**config.mk**
```make
export PLATFORM = sky130hd
export DESIGN_NAME = multi_vc_in_port
export DESIGN_NICKNAME = d
export VERILOG_FILES = /design/src/rtl/connect_port_pkg.sv /design/src/rtl/vc_flit_buffer.sv /design/src/rtl/multi_vc_in_port.sv
export SDC_FILE = /design/constraint.sdc
export NUM_CORES = 2
export LEC_CHECK = 0
export CAP_MARGIN = 30
export CORE_MARGIN = 4
export CORE_UTILIZATION = 55
export DETAILED_ROUTE_END_ITERATION = 16
export GPL_ROUTABILITY_DRIVEN = 0
export GPL_TIMING_DRIVEN = 0
export PLACE_DENSITY = 0.76
export REMOVE_ABC_BUFFERS = 1
export SYNTH_ARGS = -nofsm -noshare
export SYNTH_HDL_FRONTEND = slang
export SYNTH_MEMORY_MAX_BITS = 65536
export SYNTH_SLANG_ARGS = --single-unit
```
**constraint.sdc**
```tcl
create_clock -name CLK -period 27.4 [get_ports CLK]
set_input_delay 6.85 -clock CLK [delete_from_list [all_inputs] [get_ports CLK]]
set_output_delay 6.85 -clock CLK [all_outputs]
set_load 0.05 [all_outputs]
```
**src/rtl/connect_port_pkg.sv**
```systemverilog
// Shared types and defaults for CONNECT router injection ports.
package connect_port_pkg;

  localparam int CP_NUM_VCS    = 2;
  localparam int CP_VC_BITS    = $clog2(CP_NUM_VCS);
  localparam int CP_FLIT_WIDTH = 261;
  localparam int CP_VC_LSB     = 256;
  localparam int VALID_BIT     = CP_FLIT_WIDTH - 1;

  typedef logic [CP_FLIT_WIDTH-1:0] flit_t;
  typedef logic [CP_VC_BITS-1:0]    vc_id_t;

  typedef struct packed {
    logic   valid;
    vc_id_t vc;
  } credit_t;

endpackage

```
**src/rtl/vc_flit_buffer.sv**
```systemverilog
// Registered per-VC flit FIFO; full/empty resolved with a maybe_full bit, no flow-through.
module vc_flit_buffer
  import connect_port_pkg::*;
#(
  parameter int DEPTH = 8,
  parameter int WIDTH = CP_FLIT_WIDTH
) (
  input  logic             CLK,
  input  logic             RST_N,
  input  logic             enq_valid_i,
  output logic             enq_ready_o,
  input  logic [WIDTH-1:0] enq_data_i,
  output logic             deq_valid_o,
  input  logic             deq_ready_i,
  output logic [WIDTH-1:0] deq_data_o
);

  localparam int PW = $clog2(DEPTH);

  logic [WIDTH-1:0] mem_q [DEPTH];
  logic [PW-1:0]    wptr_q, rptr_q;
  logic             maybe_full_q;
  logic             ptr_eq, full, empty, enq, deq;

  assign ptr_eq      = (wptr_q == rptr_q);
  assign full        = ptr_eq && maybe_full_q;
  assign empty       = ptr_eq && !maybe_full_q;
  assign enq         = enq_valid_i && !full;
  assign deq         = deq_ready_i && !empty;
  assign enq_ready_o = !full;
  assign deq_valid_o = !empty;
  assign deq_data_o  = mem_q[rptr_q];

  always_ff @(posedge CLK) begin
    if (!RST_N) begin
      wptr_q       <= '0;
      rptr_q       <= '0;
      maybe_full_q <= 1'b0;
    end else begin
      if (enq) wptr_q <= wptr_q + PW'(1);
      if (deq) rptr_q <= rptr_q + PW'(1);
      if (enq != deq) maybe_full_q <= enq;
    end
  end

  // Storage carries no reset; occupancy is defined solely by the pointers.
  always_ff @(posedge CLK) begin
    if (enq) mem_q[wptr_q] <= enq_data_i;
  end

endmodule

```
**src/rtl/multi_vc_in_port.sv**
```systemverilog
// Device-to-network injection port: per-VC buffers and credits, round-robin send arbitration.
// Optional credit-overflow checking enabled by MULTI_VC_IN_PORT_CREDIT_CHECK_EN.
module multi_vc_in_port
  import connect_port_pkg::*;
#(
  parameter int NUM_VCS    = CP_NUM_VCS,
  parameter int VC_BITS    = $clog2(NUM_VCS),
  parameter int DEPTH      = 8,
  parameter int CREDITS    = 8,
  parameter int FLIT_WIDTH = CP_FLIT_WIDTH,
  parameter int VC_LSB     = CP_VC_LSB
) (
  input  logic                  CLK,
  input  logic                  RST_N,
  input  logic [FLIT_WIDTH-1:0] put_flit,
  input  logic [VC_BITS-1:0]    put_vc,
  input  logic                  put_flit_valid,
  output logic                  put_flit_ready,
  output logic [FLIT_WIDTH-1:0] send_ports_putFlit_flit_in,
  output logic                  EN_send_ports_putFlit,
  input  logic [VC_BITS:0]      send_ports_getCredits,
  output logic                  EN_send_ports_getCredits,
  output logic                  credit_err
);

  localparam int             CW       = $clog2(CREDITS + 1);
  localparam logic [CW-1:0]  CRED_MAX = CW'(CREDITS);

  logic [NUM_VCS-1:0]    enq_valid, enq_ready, deq_valid, deq_ready;
  logic [NUM_VCS-1:0]    eligible, ret, ovf;
  logic [FLIT_WIDTH-1:0] head [NUM_VCS];
  logic [CW-1:0]         credits_q [NUM_VCS];
  logic [CW-1:0]         credits_d [NUM_VCS];
  logic [VC_BITS-1:0]    last_grant_q, last_grant_d, grant_vc;
  logic                  grant, send;

  for (genvar v = 0; v < NUM_VCS; v++) begin : g_vc
    assign enq_valid[v] = put_flit_valid && (put_vc == VC_BITS'(v));
    assign deq_ready[v] = send && (grant_vc == VC_BITS'(v));
    assign eligible[v]  = deq_valid[v] && (credits_q[v] != '0);
    assign ret[v]       = send_ports_getCredits[VC_BITS] &&
                          (send_ports_getCredits[VC_BITS-1:0] == VC_BITS'(v));

    vc_flit_buffer #(
      .DEPTH(DEPTH),
      .WIDTH(FLIT_WIDTH)
    ) u_buf (
      .CLK        (CLK),
      .RST_N      (RST_N),
      .enq_valid_i(enq_valid[v]),
      .enq_ready_o(enq_ready[v]),
      .enq_data_i (put_flit),
      .deq_valid_o(deq_valid[v]),
      .deq_ready_i(deq_ready[v]),
      .deq_data_o (head[v])
    );
  end

  always_comb begin
    put_flit_ready = 1'b0;
    for (int v = 0; v < NUM_VCS; v++) begin
      if (put_vc == VC_BITS'(v)) put_flit_ready = enq_ready[v];
    end
    if (!RST_N) put_flit_ready = 1'b1;
  end

  // Round-robin: scan from the VC after the last grant, wrapping once around.
  always_comb begin
    grant    = 1'b0;
    grant_vc = last_grant_q;
    for (int i = 1; i <= NUM_VCS; i++) begin
      if (!grant && eligible[(int'(last_grant_q) + i) % NUM_VCS]) begin
        grant    = 1'b1;
        grant_vc = VC_BITS'((int'(last_grant_q) + i) % NUM_VCS);
      end
    end
  end

  assign send         = grant && RST_N;
  assign last_grant_d = send ? grant_vc : last_grant_q;

  always_comb begin
    send_ports_putFlit_flit_in = '0;
    if (send) begin
      send_ports_putFlit_flit_in                      = head[grant_vc];
      send_ports_putFlit_flit_in[FLIT_WIDTH-1]        = 1'b1;
      send_ports_putFlit_flit_in[VC_LSB +: VC_BITS]   = grant_vc;
    end
  end

  assign EN_send_ports_putFlit    = send;
  assign EN_send_ports_getCredits = 1'b1;

  // A send and a return on the same VC cancel; a return at full count saturates.
  always_comb begin
    ovf = '0;
    for (int v = 0; v < NUM_VCS; v++) begin
      credits_d[v] = credits_q[v];
      if (deq_ready[v] && !ret[v]) begin
        credits_d[v] = credits_q[v] - CW'(1);
      end else if (ret[v] && !deq_ready[v]) begin
        if (credits_q[v] == CRED_MAX) ovf[v] = 1'b1;
        else                          credits_d[v] = credits_q[v] + CW'(1);
      end
    end
  end

  always_ff @(posedge CLK) begin
    if (!RST_N) begin
      last_grant_q <= VC_BITS'(NUM_VCS - 1);
      for (int v = 0; v < NUM_VCS; v++) credits_q[v] <= CRED_MAX;
    end else begin
      last_grant_q <= last_grant_d;
      for (int v = 0; v < NUM_VCS; v++) credits_q[v] <= credits_d[v];
    end
  end

`ifdef MULTI_VC_IN_PORT_CREDIT_CHECK_EN
  logic credit_err_q;

  always_ff @(posedge CLK) begin
    if (!RST_N)    credit_err_q <= 1'b0;
    else if (|ovf) credit_err_q <= 1'b1;
  end

  assign credit_err = credit_err_q && RST_N;

`ifndef SYNTHESIS
  logic [31:0] cycle_q;

  always_ff @(posedge CLK) begin
    if (!RST_N) cycle_q <= '0;
    else        cycle_q <= cycle_q + 32'd1;
  end

  always @(posedge CLK) begin
    if (RST_N) begin
      for (int v = 0; v < NUM_VCS; v++) begin
        if (ovf[v]) $error("credit overflow at cycle %0d on VC %0d", cycle_q, v);
      end
    end
  end
`endif
`else
  logic unused_ovf;
  assign unused_ovf = ^ovf;
  assign credit_err = 1'b0;
`endif

endmodule

```
# Yosys cells after proc, flatten, opt, wreduce, memory -nomap -nowiden
# Memory sizes are Yosys's and may differ from the RTL's. A register that Yosys moved wholly into a read port is not among the register bits.
# Index checks and enable logic that the tools add are counted.
classes:
  bitwise: 8
  n_eq_ne: 6
  n_reduce_logical: 35
  add_sub_neg: 10
  magnitude_cmp: 3
  mux: 34
ops:
  columns: ["op", "n"]
  rows:
  - ["2-to-1 mux 260 bit", 3]
  - ["2-to-1 mux 261 bit", 1]
  - ["2-to-1 mux 4 bit", 8]
  - ["logical AND 1 bit", 22]
  - ["2-to-1 mux 1 bit", 18]
  - ["adder 3 x 1 -> 3 bit, second input constant", 4]
  - ["2-to-1 mux 3 bit", 4]
  - ["zero test 1 bit", 11]
  - ["adder 4 x 1 -> 4 bit, second input constant", 2]
  - ["equality test 4 bit, second input constant", 2]
  - ["nonzero test 4 bit", 2]
  - ["subtractor 4 x 1 -> 4 bit, second input constant", 2]
  - ["equality test 3 bit", 2]
  - ["less-than comparator 2 x 3 -> 1 bit, second input constant", 2]
  - ["NOT 1 bit", 3]
  - ["adder 1 bit, second input constant", 2]
  - ["AND 1 bit, first input constant", 2]
  - ["greater-or-equal comparator 2 bit, second input constant", 1]
  - ["!= test 1 bit", 2]
  - ["NOT 1 -> 2 bit", 1]
  - ["bitwise OR 1 bit", 2]
totals:
  ram_bits: 4184
  ff_bits: 15
  mem_count: 3
  output_inout_bits: 265
  input_bits: 267
  elab_cells: 106
memory_table:
  columns: ["name", "words", "width", "read_ports", "rd_clocked_by_memory_dff", "write_ports", "line", "text"]
  rows:
  - ["g_vc[0].u_buf.mem_q", 8, 261, 1, 1, 1, "vc_flit_buffer.sv:20", "logic [WIDTH-1:0] mem_q [DEPTH];"]
  - ["g_vc[1].u_buf.mem_q", 8, 261, 1, 1, 1, "vc_flit_buffer.sv:20", null]
  - ["credits_q", 2, 4, 2, 0, 2, "multi_vc_in_port.sv:32", "logic [CW-1:0] credits_q [NUM_VCS];"]

# Longest topological paths before layout
depth:
  depth_word: 18
  depth_mapped: 15
  mapped_depth_nobuf: 12

# Modules after synthesis
# From an unflattened synthesis, not the netlist that was laid out.
unflattened:
  hier_cells: 6584
  area_unflattened_um2: 162098.0
modules_own_cells:
  columns: ["module", "area_per_inst_um2", "seq_area_each_um2", "cells_each", "instances"]
  rows:
  - ["vc_flit_buffer at g_vc[0].u_buf", 79339.8, 62900.3, 3085, 1]
  - ["vc_flit_buffer at g_vc[1].u_buf", 79337.3, 62900.3, 3085, 1]
  - ["multi_vc_in_port", 3420.8, 180.2, 414, 1]

# Least setup slack after synthesis
# OpenSTA, ideal clock, no wires.
synth_path:
  path_type: "input port to flip-flop"
  startpoint: "in put_vc"
  endpoint: "mem g_vc[0].u_buf.mem_q[4][0] (netlist bit), enable pin"
  path_stages: 4
  setup_slack_ps: 1248
  arrival_time_ps: 24957
  required_time_ps: 26204
  setup_ps: 1196
  n_path_buf: 0
  path_cell_list: "nand2b_1 > a41oi_1 > nand2_1 > nor3_1"
synth_via:
  elab_chain_cells: 5
synth_lines:
  columns: ["item", "line", "text"]
  rows:
  - ["start: declaration", "multi_vc_in_port.sv:16", "input logic [VC_BITS-1:0] put_vc,"]
  - ["NOT 1 bit", null, null]
  - ["logical AND 1 bit", "multi_vc_in_port.sv:38", "assign enq_valid[v] = put_flit_valid && (put_vc == VC_BITS'(v));"]
  - ["logical AND 1 bit", "vc_flit_buffer.sv:28", "assign enq = enq_valid_i && !full;"]
  - ["2-to-1 mux 1 bit", "vc_flit_buffer.sv:48", "if (enq) mem_q[wptr_q] <= enq_data_i;"]
  - ["2-to-1 mux 1 bit (implied by the code)", "vc_flit_buffer.sv:48", null]
  - ["end: declaration", "vc_flit_buffer.sv:20", null]
# No other way between the ends.

# Final worst setup path
layout_path:
  startpoint: "in RST_N"
  endpoint: "out send_ports_putFlit_flit_in[52]"
layout_via:
  elab_chain_cells: 2
layout_lines:
  columns: ["item", "line", "text"]
  rows:
  - ["start: declaration", "multi_vc_in_port.sv:14", "input logic RST_N,"]
  - ["logical AND 1 bit", "multi_vc_in_port.sv:79", "assign send = grant && RST_N;"]
  - ["2-to-1 mux 261 bit", "multi_vc_in_port.sv:84", "if (send) begin"]
  - ["end: declaration", "multi_vc_in_port.sv:19", "output logic [FLIT_WIDTH-1:0] send_ports_putFlit_flit_in,"]
# No other way between the ends.

==> flow_metrics.env <==
export IMPL_drt_iter0_markers=10000
export IMPL_cts_buffer_depth=4
export IMPL_crit_fanout=85
export IMPL_avgRoutedWirePerCell_um=33.7
export IMPL_wl_um=404000
export IMPL_wl_met3_um=44200
export IMPL_pre_cts_slack_ns=10.51
export IMPL_hpwl_um=251000
export IMPL_ctsResizeCount=0
export IMPL_peakVddDrop_v=0.000111
export IMPL_start_util_pct=55.3
export IMPL_grt_ovfl_total=0
export IMPL_cts_root_buf="clkbuf_16"
export IMPL_ctsHoldBuffers=0
export IMPL_drcViolationCount=0
export IMPL_clock_latency_ns=0.97
export IMPL_cts_made_buffers=410
export IMPL_netlist_area_mm2=0.160
export IMPL_die_y_um=547
export IMPL_fin_hold_ws_ns=0.538
export IMPL_dr_wl_met2_um=195000
export IMPL_critPathSlowestCell="clkdlybuf4s50_1"
export IMPL_port_buffer_count=527
export IMPL_grt_max_degree=86
export IMPL_outcome="completed"
export IMPL_syn_to_final_growth_pct=18.7
export IMPL_dieArea_mm2=0.299
export IMPL_post_dp_cell_area_mm2=0.176
export IMPL_track_usage_pct=26.9
export IMPL_synth_top_cell_by_area="edfxtp_1"
export IMPL_rsz0062_at_grt="false"
export IMPL_syn_avg_cell_area_um2=23.5
export IMPL_clk_pin_slew_ns=0.06
export IMPL_final_layout_size_suffix_gt1_share_pct=25.9
export IMPL_skew_ns=0.0698
export IMPL_worstMarginPinSlew_ns=0.921
export IMPL_dr_pass1_iters=6
export IMPL_path_cells="clkdlybuf4s50_1 -> inv_8 -> buf_16 -> nor2_1 -> clkdlybuf4s50_1"
export IMPL_maxSlewHeadroom_pct=38.4
export IMPL_fin_crit_ns=16.88
export IMPL_synth_top_area_share_pct=78.0
export IMPL_final_fill_count=17500
export IMPL_cpMostUsedCell="clkdlybuf4s50_1"
export IMPL_drv_cap=0
export IMPL_grt_pass1_vias=80100
export IMPL_antenna_found_initial=85
export IMPL_netlist_cell_type_count=36
export IMPL_setup_violations=0
export IMPL_drv_slew=0
export IMPL_finalCritPeriodShare_pct=61.6
export IMPL_yosys_top_cells_area="edfxtp_1 78%, mux4_2 15%, mux2i_1 3.3%"
export IMPL_clock_sinks=4173
export IMPL_post_cts_setup_buffers=0
export IMPL_critPathArrivalTime_ns=10.03
export IMPL_dieWidth_um=547
export IMPL_yosys_warnings=0
export IMPL_grt_pass1_wl_um=584000
export IMPL_ant_nets=0
export IMPL_worstSetupStartpointType="input port"
export IMPL_fp_row_count=197
export IMPL_core_mm2=0.288
export IMPL_cpPeakStageDelay_ns=0.94
export IMPL_required_ns=20.55
export IMPL_crit_type="in -> out"
export IMPL_critPathCaptureType="output port"
export IMPL_finalPower_mw=17.7
export IMPL_multi_input_area_mm2=0.0328
export IMPL_seq_area_mm2=0.125
export IMPL_fin_ws_ns=10.52
export IMPL_power_density_mw_per_mm2=93.3
export IMPL_p_leak_nw=57.6
export IMPL_num_io_pins=532
export IMPL_num_vias=78400
export IMPL_final_cell_area_mm2=0.189
export IMPL_cts_tree="yes"
export IMPL_nets=8084
export IMPL_wl_met1_um=153000
export IMPL_hold_class="reg -> reg"
export IMPL_ys_ff_latch=4173
export IMPL_ys_seq_area_share_pct=78.4
export IMPL_synth_cells=6785
export IMPL_fmax_mhz=59.2
export IMPL_viasPerCell=6.54
export IMPL_cts_max_level=5
export IMPL_maxUsedRoutingLayer="met5"
export IMPL_final_hold_viol_count=0
## synth_stat cells (all sizes together)
cell type and n:
edfxtp 4144, o21ai 11, dfxtp 29, o22a 259, conb 2, a31oi 2, nand3b 2, clkbuf 183
a41oi 3, nor4 1, nor3b 2, nor2 290, xnor2 12, inv 6, or3 2, mux4 1036
mux2i 522, nor3 6, nand2b 10, buf 203, nor2b 1, a31o 1, a41o 1, or3b 1
nand4b 1, ha 10, xor2 9, nand3 1, o211ai 2, nand2 18, a21oi 10, and3b 2
and3 3
## cell families after synthesis
| group | count (synthesis) | share of synthesized area [%] |
|---|---|---|
| flip-flops | 4173 | 78.4 |
| multiplexers | 1558 | 17.9 |
| buffers and inverters | 392 | 1.17 |
| AND/OR/NAND/NOR | 340 | 0.854 |
| AO/OA/AOI/OAI | 289 | 1.53 |
| XOR/XNOR | 21 | 0.115 |
| adder cells (fa/ha/maj) | 10 | 0.0784 |
| other | 2 | 0.00471 |
## where the power goes
part | total (mW) | switching [mW] | internal [mW]
Clock | 5.50 | 2.40 | 3.10
Sequential | 7.22 | 0.0725 | 7.15
Combinational | 4.95 | 2.88 | 2.08
## registers in the layout, indices dropped and copies added (netlist names), named ones only
signal	cells
g_vc.u_buf.mem_q	4144
credits_q	8
g_vc.u_buf.rptr_q	6
g_vc.u_buf.wptr_q	6
g_vc.u_buf.maybe_full_q	2
last_grant_q	1
## layout make-up
class	instances	share of cell area, %
multi-input combinational	2220	17.3
clock buffer	491	5.59
antenna	50	0.0660
sequential	4173	66.0
clock inverter	265	1.35
tap	3781	2.50
timing repair buffer	996	7.16
inverter	6	0.0159
## worst max-delay path, delay by kind of cell
| family | cells | cell delay, ns |
|---|---|---|
| buf+inv | 4 | 2.23 |
| simple gates | 1 | 0.72 |
## final timing paths
kind | to | cells past startpoint | startpoint | slack, ns
min | register | 2 | g_vc[0].u_buf.rptr_q[2] | 0.54
max reg2reg | g_vc[1].u_buf.mem_q[4][215] | 16 | g_vc[1].u_buf.wptr_q[1] | 22.28
max | send_ports_putFlit_flit_in[52] | 5 | RST_N | 10.52
min reg2reg | register | 2 | g_vc[0].u_buf.rptr_q[2] | 0.54
## through the flow
stage | std cells | TNS, ns | utilization (%)
after CTS | 11900 | 0 | 65.6
after floorplan | 6399 | -755.08 | -
after global routing | 11900 | 0 | 65.7
after global placement | 10700 | - | 58.2
final | 12000 | 0 | 65.7
after detailed placement | 11200 | 0 | 61.1
## per-layer routing
layer | vias up | global-route usage, %
met5 | - | 0
met4 | 48 | 7.37
met3 | 780 | 6.16
met2 | 4780 | 42.4
met1 | 41700 | 38.7
li1 | 31100 | -
## placed cells by master (no fill, tap or decap), types with 3 or more instances in the layout
cell and instances:
mux2i_1 522, edfxtp_1 4144, inv_1 5, xor2_1 9
buf_16 110, buf_4 44, clkinv_2 79, bufinv_16 34
buf_6 147, o21ai_0 11, inv_6 12, clkbuf_16 411
clkinv_16 10, clkbuf_1 80, dfxtp_1 23, inv_16 7
nor2_4 12, clkinv_8 3, nand2_1 18, clkdlybuf4s50_1 527
clkinv_1 97, o22a_1 259, nor3_2 4, nor2_1 278
diode_2 50, clkinvlp_4 19, buf_12 152, nand2b_1 10
xnor2_1 12, mux4_2 1036, and3_1 3, ha_1 10
a21oi_1 10, dfxtp_4 6, clkinv_4 4, buf_8 16
a41oi_1 3
Power figures use the tool's default switching activity.
